### config.mk
export PLATFORM = sky130hd
export DESIGN_NAME = audio_arbiter_flat
export DESIGN_NICKNAME = d
export VERILOG_FILES = /design/src/rtl/audio_pkg.sv /design/src/rtl/audio_arbiter_if.sv /design/src/rtl/audio_arbiter_sfx_rom.sv /design/src/rtl/audio_arbiter.sv /design/src/flat_wrapper.sv
export SDC_FILE = /design/constraint.sdc
export NUM_CORES = 1
export LEC_CHECK = 0
export BUFFER_PORTS_ARGS = -buffer_cell sky130_fd_sc_hd__buf_2
export CAP_MARGIN = 20
export CORE_UTILIZATION = 45
export CTS_CLUSTER_SIZE = 20
export DETAILED_ROUTE_END_ITERATION = 16
export PLACE_DENSITY = 0.61
export SLEW_MARGIN = 10
export SYNTH_ARGS = -nofsm -noshare
export SYNTH_HDL_FRONTEND = slang
export SYNTH_SLANG_ARGS = --single-unit
### constraint.sdc
create_clock -name clk -period 4.8 [get_ports clk]
set_input_delay 0.72 -clock clk [delete_from_list [all_inputs] [get_ports clk]]
set_output_delay 0.72 -clock clk [all_outputs]
set_load 0.01 [all_outputs]
### src/rtl/audio_pkg.sv
`default_nettype none
// ------------------------------------------------------------------
// audio_pkg: shared ids, state encoding and widths for audio_arbiter
// Rev 1.0
// ------------------------------------------------------------------
package audio_pkg;

  localparam int HP_W   = 20;
  localparam int DUR_W  = 10;
  localparam int STEP_W = 3;

  localparam logic [1:0] SFX_MOVE  = 2'd0;
  localparam logic [1:0] SFX_MERGE = 2'd1;
  localparam logic [1:0] SFX_WIN   = 2'd2;
  localparam logic [1:0] SFX_LOSE  = 2'd3;

  typedef enum logic [1:0] {
    IDLE   = 2'd0,
    LOAD   = 2'd1,
    TONE   = 2'd2,
    RESUME = 2'd3
  } state_e;

endpackage
`default_nettype wire

### src/rtl/audio_arbiter_if.sv
`default_nettype none
// ------------------------------------------------------------------
// audio_arbiter_if: game/music/pin side signals of the audio arbiter
// Rev 1.0
// ------------------------------------------------------------------
interface audio_arbiter_if;

  logic       bgm_enable;
  logic       bgm_audio;
  logic [3:0] sfx_req;
  logic       bgm_play;
  logic       audio_out;
  logic       aud_sd;
  logic       sfx_busy;
  logic [1:0] sfx_id;

  modport master (
    output bgm_enable, bgm_audio, sfx_req,
    input  bgm_play, audio_out, aud_sd, sfx_busy, sfx_id
  );

  modport slave (
    input  bgm_enable, bgm_audio, sfx_req,
    output bgm_play, audio_out, aud_sd, sfx_busy, sfx_id
  );

endinterface
`default_nettype wire

### src/rtl/audio_arbiter_sfx_rom.sv
`default_nettype none
// ------------------------------------------------------------------
// sfx_rom: tone list per effect (half-period in clk cycles, length ms)
// Rev 1.0
// ------------------------------------------------------------------
module sfx_rom
  import audio_pkg::*;
(
  input  logic             clk,
  input  logic [1:0]       id_i,
  input  logic [1:0]       step_i,
  output logic [HP_W-1:0]  half_period_o,
  output logic [DUR_W-1:0] dur_ms_o
);

  logic [HP_W-1:0]  hp_d, hp_q;
  logic [DUR_W-1:0] dur_d, dur_q;

  // dur 0 marks the end of an effect's tone list
  always_comb begin
    hp_d  = '0;
    dur_d = '0;
    case ({id_i, step_i})
      {SFX_MOVE,  2'd0}: begin hp_d = 20'd56818;  dur_d = 10'd30;  end
      {SFX_MERGE, 2'd0}: begin hp_d = 20'd47755;  dur_d = 10'd40;  end
      {SFX_MERGE, 2'd1}: begin hp_d = 20'd37908;  dur_d = 10'd40;  end
      {SFX_WIN,   2'd0}: begin hp_d = 20'd47755;  dur_d = 10'd80;  end
      {SFX_WIN,   2'd1}: begin hp_d = 20'd37908;  dur_d = 10'd80;  end
      {SFX_WIN,   2'd2}: begin hp_d = 20'd31888;  dur_d = 10'd80;  end
      {SFX_WIN,   2'd3}: begin hp_d = 20'd23889;  dur_d = 10'd160; end
      {SFX_LOSE,  2'd0}: begin hp_d = 20'd113636; dur_d = 10'd120; end
      {SFX_LOSE,  2'd1}: begin hp_d = 20'd127551; dur_d = 10'd120; end
      {SFX_LOSE,  2'd2}: begin hp_d = 20'd190840; dur_d = 10'd240; end
      default:           begin hp_d = '0;         dur_d = '0;      end
    endcase
  end

  always_ff @(posedge clk) begin
    hp_q  <= hp_d;
    dur_q <= dur_d;
  end

  assign half_period_o = hp_q;
  assign dur_ms_o      = dur_q;

endmodule
`default_nettype wire

### src/rtl/audio_arbiter.sv
`default_nettype none
// ------------------------------------------------------------------
// audio_arbiter: shares one square-wave pin between music and effects
// Rev 1.0
// ------------------------------------------------------------------
module audio_arbiter
  import audio_pkg::*;
#(
  parameter int MS_CYCLES = 100_000,
  parameter int GAP_MS    = 50
) (
  input  logic            clk,
  input  logic            reset,
  audio_arbiter_if.slave  bus
);

  localparam int               PRE_W    = (MS_CYCLES > 1) ? $clog2(MS_CYCLES) : 1;
  localparam logic [PRE_W-1:0] PRE_MAX  = PRE_W'(MS_CYCLES - 1);
  localparam logic [DUR_W-1:0] GAP_LAST = DUR_W'(GAP_MS - 1);

  state_e            state_q, state_d;
  logic [3:0]        pending_q, pending_d;
  logic [1:0]        cur_id_q, cur_id_d;
  logic [STEP_W-1:0] step_q, step_d;
  logic [HP_W-1:0]   tone_cnt_q, tone_cnt_d;
  logic              tone_out_q, tone_out_d;
  logic [PRE_W-1:0]  ms_pre_q, ms_pre_d;
  logic [DUR_W-1:0]  ms_cnt_q, ms_cnt_d;

  logic       bgm_play_q, audio_out_q, aud_sd_q, sfx_busy_q;
  logic [1:0] sfx_id_q;

  logic [HP_W-1:0]  hp;
  logic [DUR_W-1:0] dur;
  logic [1:0]       hi_id;
  logic             pend_any, preempt, start, ms_tick;

  // ROM is addressed with next-state values so its data is ready in LOAD
  sfx_rom u_rom (
    .clk           (clk),
    .id_i          (cur_id_d),
    .step_i        (step_d[1:0]),
    .half_period_o (hp),
    .dur_ms_o      (dur)
  );

  always_comb begin
    hi_id = SFX_MOVE;
    if (pending_q[3])      hi_id = SFX_LOSE;
    else if (pending_q[2]) hi_id = SFX_WIN;
    else if (pending_q[1]) hi_id = SFX_MERGE;
  end

  assign pend_any = |pending_q;
  assign preempt  = pend_any && (hi_id > cur_id_q);
  assign ms_tick  = (ms_pre_q == PRE_MAX);

  always_comb begin
    state_d    = state_q;
    pending_d  = pending_q | bus.sfx_req;
    cur_id_d   = cur_id_q;
    step_d     = step_q;
    tone_cnt_d = tone_cnt_q;
    tone_out_d = tone_out_q;
    ms_pre_d   = ms_pre_q;
    ms_cnt_d   = ms_cnt_q;
    start      = 1'b0;
    case (state_q)
      IDLE: start = pend_any;
      LOAD: begin
        if (preempt) begin
          start = 1'b1;
        end else begin
          state_d  = (step_q == STEP_W'(4) || dur == '0) ? RESUME : TONE;
          tone_cnt_d = '0;
          tone_out_d = 1'b0;
          ms_pre_d   = '0;
          ms_cnt_d   = '0;
        end
      end
      TONE: begin
        if (preempt) begin
          start = 1'b1;
        end else begin
          if (hp == '0) begin
            tone_cnt_d = '0;
            tone_out_d = 1'b0;
          end else if (tone_cnt_q >= hp - HP_W'(1)) begin
            tone_cnt_d = '0;
            tone_out_d = ~tone_out_q;
          end else begin
            tone_cnt_d = tone_cnt_q + HP_W'(1);
          end
          ms_pre_d = ms_tick ? '0 : ms_pre_q + PRE_W'(1);
          if (ms_tick) begin
            ms_cnt_d = ms_cnt_q + DUR_W'(1);
            if (ms_cnt_q == dur - DUR_W'(1)) begin
              state_d = LOAD;
              step_d  = step_q + STEP_W'(1);
            end
          end
        end
      end
      RESUME: begin
        if (pend_any) begin
          start = 1'b1;
        end else begin
          ms_pre_d = ms_tick ? '0 : ms_pre_q + PRE_W'(1);
          if (ms_tick) begin
            ms_cnt_d = ms_cnt_q + DUR_W'(1);
            if (ms_cnt_q == GAP_LAST) state_d = IDLE;
          end
        end
      end
      default: state_d = IDLE;
    endcase
    if (start) begin
      state_d   = LOAD;
      cur_id_d  = hi_id;
      step_d    = '0;
      pending_d = (pending_q & ~(4'b0001 << hi_id)) | bus.sfx_req;
    end
  end

  always_ff @(posedge clk) begin
    if (reset) begin
      state_q     <= IDLE;
      pending_q   <= '0;
      cur_id_q    <= '0;
      step_q      <= '0;
      tone_cnt_q  <= '0;
      tone_out_q  <= 1'b0;
      ms_pre_q    <= '0;
      ms_cnt_q    <= '0;
      bgm_play_q  <= 1'b0;
      audio_out_q <= 1'b0;
      aud_sd_q    <= 1'b0;
      sfx_busy_q  <= 1'b0;
      sfx_id_q    <= '0;
    end else begin
      state_q     <= state_d;
      pending_q   <= pending_d;
      cur_id_q    <= cur_id_d;
      step_q      <= step_d;
      tone_cnt_q  <= tone_cnt_d;
      tone_out_q  <= tone_out_d;
      ms_pre_q    <= ms_pre_d;
      ms_cnt_q    <= ms_cnt_d;
      bgm_play_q  <= bus.bgm_enable & (state_d == IDLE);
      audio_out_q <= (state_d == IDLE) ? (bus.bgm_enable & bus.bgm_audio)
                                       : ((state_d == TONE) & tone_out_d);
      aud_sd_q    <= bus.bgm_enable | (state_d != IDLE);
      sfx_busy_q  <= (state_d != IDLE);
      sfx_id_q    <= cur_id_d;
    end
  end

  assign bus.bgm_play  = bgm_play_q;
  assign bus.audio_out = audio_out_q;
  assign bus.aud_sd    = aud_sd_q;
  assign bus.sfx_busy  = sfx_busy_q;
  assign bus.sfx_id    = sfx_id_q;

endmodule
`default_nettype wire

### src/flat_wrapper.sv
// flat-port wrapper written by rule: the top's interface ports become plain ports
module audio_arbiter_flat import audio_pkg::*;
#(
  parameter int MS_CYCLES = 100_000,
  parameter int GAP_MS    = 50
)
  (clk, reset, bus_bgm_enable, bus_bgm_audio, bus_sfx_req, bus_bgm_play, bus_audio_out, bus_aud_sd, bus_sfx_busy, bus_sfx_id);
  audio_arbiter_if bus_i ();
  input  logic clk;
  input  logic reset;
  input wire logic [$bits(bus_i.bgm_enable)-1:0] bus_bgm_enable;
  input wire logic [$bits(bus_i.bgm_audio)-1:0] bus_bgm_audio;
  input wire logic [$bits(bus_i.sfx_req)-1:0] bus_sfx_req;
  output wire logic [$bits(bus_i.bgm_play)-1:0] bus_bgm_play;
  output wire logic [$bits(bus_i.audio_out)-1:0] bus_audio_out;
  output wire logic [$bits(bus_i.aud_sd)-1:0] bus_aud_sd;
  output wire logic [$bits(bus_i.sfx_busy)-1:0] bus_sfx_busy;
  output wire logic [$bits(bus_i.sfx_id)-1:0] bus_sfx_id;
  assign bus_i.bgm_enable = bus_bgm_enable;
  assign bus_i.bgm_audio = bus_bgm_audio;
  assign bus_i.sfx_req = bus_sfx_req;
  assign bus_bgm_play = bus_i.bgm_play;
  assign bus_audio_out = bus_i.audio_out;
  assign bus_aud_sd = bus_i.aud_sd;
  assign bus_sfx_busy = bus_i.sfx_busy;
  assign bus_sfx_id = bus_i.sfx_id;
  audio_arbiter #(.MS_CYCLES(MS_CYCLES), .GAP_MS(GAP_MS)) u_core (.clk(clk), .reset(reset), .bus(bus_i));
endmodule
==> impl_results.md <==
* Filler cell count at 1041
* Initial Utilization at 47.1%
* Commonest cells post-synth: dfxtp_1 (86), nor2_1 (78), nand2_1 (64)
* Root Driver: clkbuf_16
* Largest fanout on the critical path at 17
* # IOs at 14
* Port buffer count at 13
* Peak VDD IR at 0.186 mV
* Mapped Cells at 628
* CTS Buf Count at 9
* CTS H-tree depth at 3
* Final Cycle Share at 89.5%
* Largest area contributor in the netlist: dfxtp_1
* WS Path Type: flop to flop
* Slowest CP cell: or4_1
* Post-CTS setup buffer count at 0
* Initial DRC Count at 249
* Clk sinks at 86
* # rows at 38
* Post-CTS Resized at 0
* GRT Resource Usage Total at 20.7%
* Slew Limit Fails at 0
* Worst path arrival time at 4.54 ns
* DR vias at 4386
* Design area at 5700 um2
* Number of flops mapped to enable cells by yosys at 0
* Post-DRT Antenna Nets at 0
* Die outline width at 110 um
* CTS tree: yes
* R2r endpoint: u_core.tone_cnt_q[13]$_SDFFE_PP0P_
* Crit path depth at 14
* Worst slew pin tran at 0.909 ns
* Net switching share of the total power at 32.7%
* First-pass DRT Iterations at 4
* WL/cell at 14.7 um
* Core Area at 11100 um2
* Final Setup Violations at 0
* Reg2Reg Depth at 14
* Power Internal at 1.47 mW
* Slew headroom at 39.4%
* Final TNS setup at 0 ns
* DR vias/cell at 5.62
* Final net count at 686
* Sequential cell area at 1720 um2
* Post-synth ARST share at 0%
* Timing-limited maximum frequency at 0.233 GHz
* Critical Path RT at 5.04 ns
* Remaining DRCs at 0
* Diodes inserted at 0
* Yosys top cell area share at 33.0%
* Comb power frac at 24.8%
* Number of global-route vias before repair at 4026
* Drt total wl at 11.5 mm
* Ys Warns at 0
* Layout area overhead at 9.33%
* Max-Cap Viols at 0
* Syn Std Cell Area at 5220 um2
* Max Root-Sink Buffers at 2
* Top delay family on crit path: simple AND/OR/NAND/NOR gates
* CP endpoint kind: flop
* Clock Skews at 0.00792 ns
* Crit path from: u_core.u_rom.half_period_o[5]$_DFF_P_
* Syn_area_per_cell at 8.31 um2
* Chip height at 110 um
* Cell chain of the critical path: or4_1, nor3_2, nand2_1, nor3_1, nand2_1, xor2_1, ha_1, a211oi_1, o21ai_0, nor3_1, a211oi_4, nor2_2, a21oi_1, o32ai_1
* Clock power share at 35.3%
* Dpl hpwl at 8.51 mm
* Switching pwr at 0.713 mW
* RSZ-0062 raised after global routing: no
* Clock Pin Slew Worst Setup and Hold Paths at 0.07 ns
* Setup crit start kind: flop
* Register area share after synthesis at 33.0%
* Tmin final at 4.30 ns
* Worst r2r src: u_core.u_rom.half_period_o[5]$_DFF_P_
* Placed standard-cell area at 5370 um2
* Worst hold path class: flop to flop
* Die ar. at 12000 um2
* Net Count, Synth at 679
* Fin. Hold Viols at 0
* Register share of total power at 40.0%
* Critical Path End: u_core.tone_cnt_q[13]$_SDFFE_PP0P_
* Power per cell area at 382 nW/um2
* First-pass GRT wire length at 19.4 mm
* Synth area leaders: dfxtp_1 (33%), ha_1 (10%), nor2_1 (5.6%)
* Multi-input logic area at 3270 um2
* Later-pin clock latency in the skew report at 0.35 ns
* Ys flop type: dfxtp_1
* CP bufs+invs at 0
* Largest net degree at the start of global routing at 48
* Leak at 2.10 nW
* Outcome: completed
* RD Place Congestion at 0.872
* Hold_buf cts at 0
* Layout cell share with drive strength beyond 1 at 9.38%
* CP max stage delay at 0.59 ns
* Gr ovfl total at 0
* Post-synthesis cell type count at 73
* Initial antenna violation count at 0
* Most frequent cell after synthesis: dfxtp_1
* #FFs+latches synth at 86
* Reg2Reg Setup Slack at 0.50 ns
## per-stage QoR
| step | instances | setup slack (ns) | hold WS (ns) | total power [mW] | util (%) |
|---|---|---|---|---|---|
| global route | 780 | 0.0141 | 0.513 | 2.30 | 51.5 |
| finish | 780 | 0.502 | 0.479 | 2.18 | 51.5 |
| detailed placement | 764 | 0.516 | 0.465 | 1.42 | 48.5 |
| global placement | 764 | 0.706 | 0.461 | 1.40 | 48.5 |
| CTS | 780 | 0.505 | 0.474 | 2.20 | 51.5 |
| floorplan | 628 | 1.07 | 0.447 | 1.27 | - |
## worst reg2reg max path, stage by stage (launching register included)
cell,delay [ns]
dfxtp_1,0.32
or4_1,0.59
nor3_2,0.32
nand2_1,0.16
nor3_1,0.37
nand2_1,0.12
xor2_1,0.17
ha_1,0.29
a211oi_1,0.22
o21ai_0,0.16
nor3_1,0.37
a211oi_4,0.13
nor2_2,0.58
a21oi_1,0.14
o32ai_1,0.25
## cell families after synthesis
group                    synth area share, %
multiplexers                            1.97
adder cells (fa/ha/maj)                 10.3
XOR/XNOR                                8.40
buffers and inverters                   4.25
AND/OR/NAND/NOR                         28.3
flip-flops                              33.0
AO/OA/AOI/OAI                           13.8
## layout by cell type (no fill, tap or decap), types with 8 or more instances in the layout
cell type,synthesis,final
xnor2_1,31,31
inv_1,25,25
nand3b_1,11,11
ha_1,43,43
a21oi_1,24,24
xor2_1,19,19
nor4_1,10,10
clkbuf_16,0,9
dfxtp_1,86,86
nand3_1,31,31
nor2_1,78,78
mux2i_1,8,8
nand2_1,64,64
buf_2,2,13
nand4_1,8,8
nor3_1,23,23
a31oi_1,10,10
o21ai_1,9,9
o21ai_0,11,11
## flip-flops by register name, summed over array words and instances, names as in the netlist, 2 cells and up
register / count
u_core.tone_cnt_q: 20
u_core.ms_pre_q: 17
u_core.u_rom.half_period_o: 17
u_core.ms_cnt_q: 10
u_core.u_rom.dur_ms_o: 6
u_core.pending_q: 4
u_core.step_q: 3
u_core.bus.sfx_id: 2
u_core.state_q: 2
## worst min path at each step
stage | from | end | cells past startpoint
after global routing | u_core.ms_pre_q[1]$_SDFFE_PP0P_ | u_core.ms_pre_q[1]$_SDFFE_PP0P_ | 2
after detailed placement | u_core.ms_pre_q[1]$_SDFFE_PP0P_ | u_core.ms_pre_q[1]$_SDFFE_PP0P_ | 2
after CTS | u_core.ms_pre_q[1]$_SDFFE_PP0P_ | u_core.ms_pre_q[1]$_SDFFE_PP0P_ | 2
after floorplan | u_core.ms_pre_q[1]$_SDFFE_PP0P_ | u_core.ms_pre_q[1]$_SDFFE_PP0P_ | 2
after global placement | u_core.ms_pre_q[1]$_SDFFE_PP0P_ | u_core.ms_pre_q[1]$_SDFFE_PP0P_ | 2
final | u_core.ms_pre_q[1]$_SDFFE_PP0P_ | u_core.ms_pre_q[1]$_SDFFE_PP0P_ | 2
## per-layer routing
metal	vias to the layer above	wire length, um	share of wire, %	GRT usage (%)
met5	-	0	0	0
met1	2047	5950	52	29.2
met3	13	344	3.0	2.96
met4	0	191	1.7	8.95
met2	76	4990	43	31.3
li1	2250	-	-	-
## area by class of cell
cell class | count | area share, %
flip-flops and latches | 86 | 30.2
multi-input cells | 493 | 57.4
repair buffers | 18 | 1.80
clock inverters | 7 | 1.82
well taps | 140 | 3.07
clock buffers | 9 | 3.95
inverters | 27 | 1.78
## power groups by stage
stage / registers (mW) / logic [mW] / clock network [mW]
6_report: 0.871 / 0.540 / 0.769
5_1_grt: 0.882 / 0.603 / 0.818
4_1_cts: 0.870 / 0.542 / 0.788
3_5_place_dp: 0.886 / 0.538 / 0
3_3_place_gp: 0.883 / 0.521 / 0
2_1_floorplan: 0.867 / 0.407 / 0
Power figures use the tool's default switching activity.
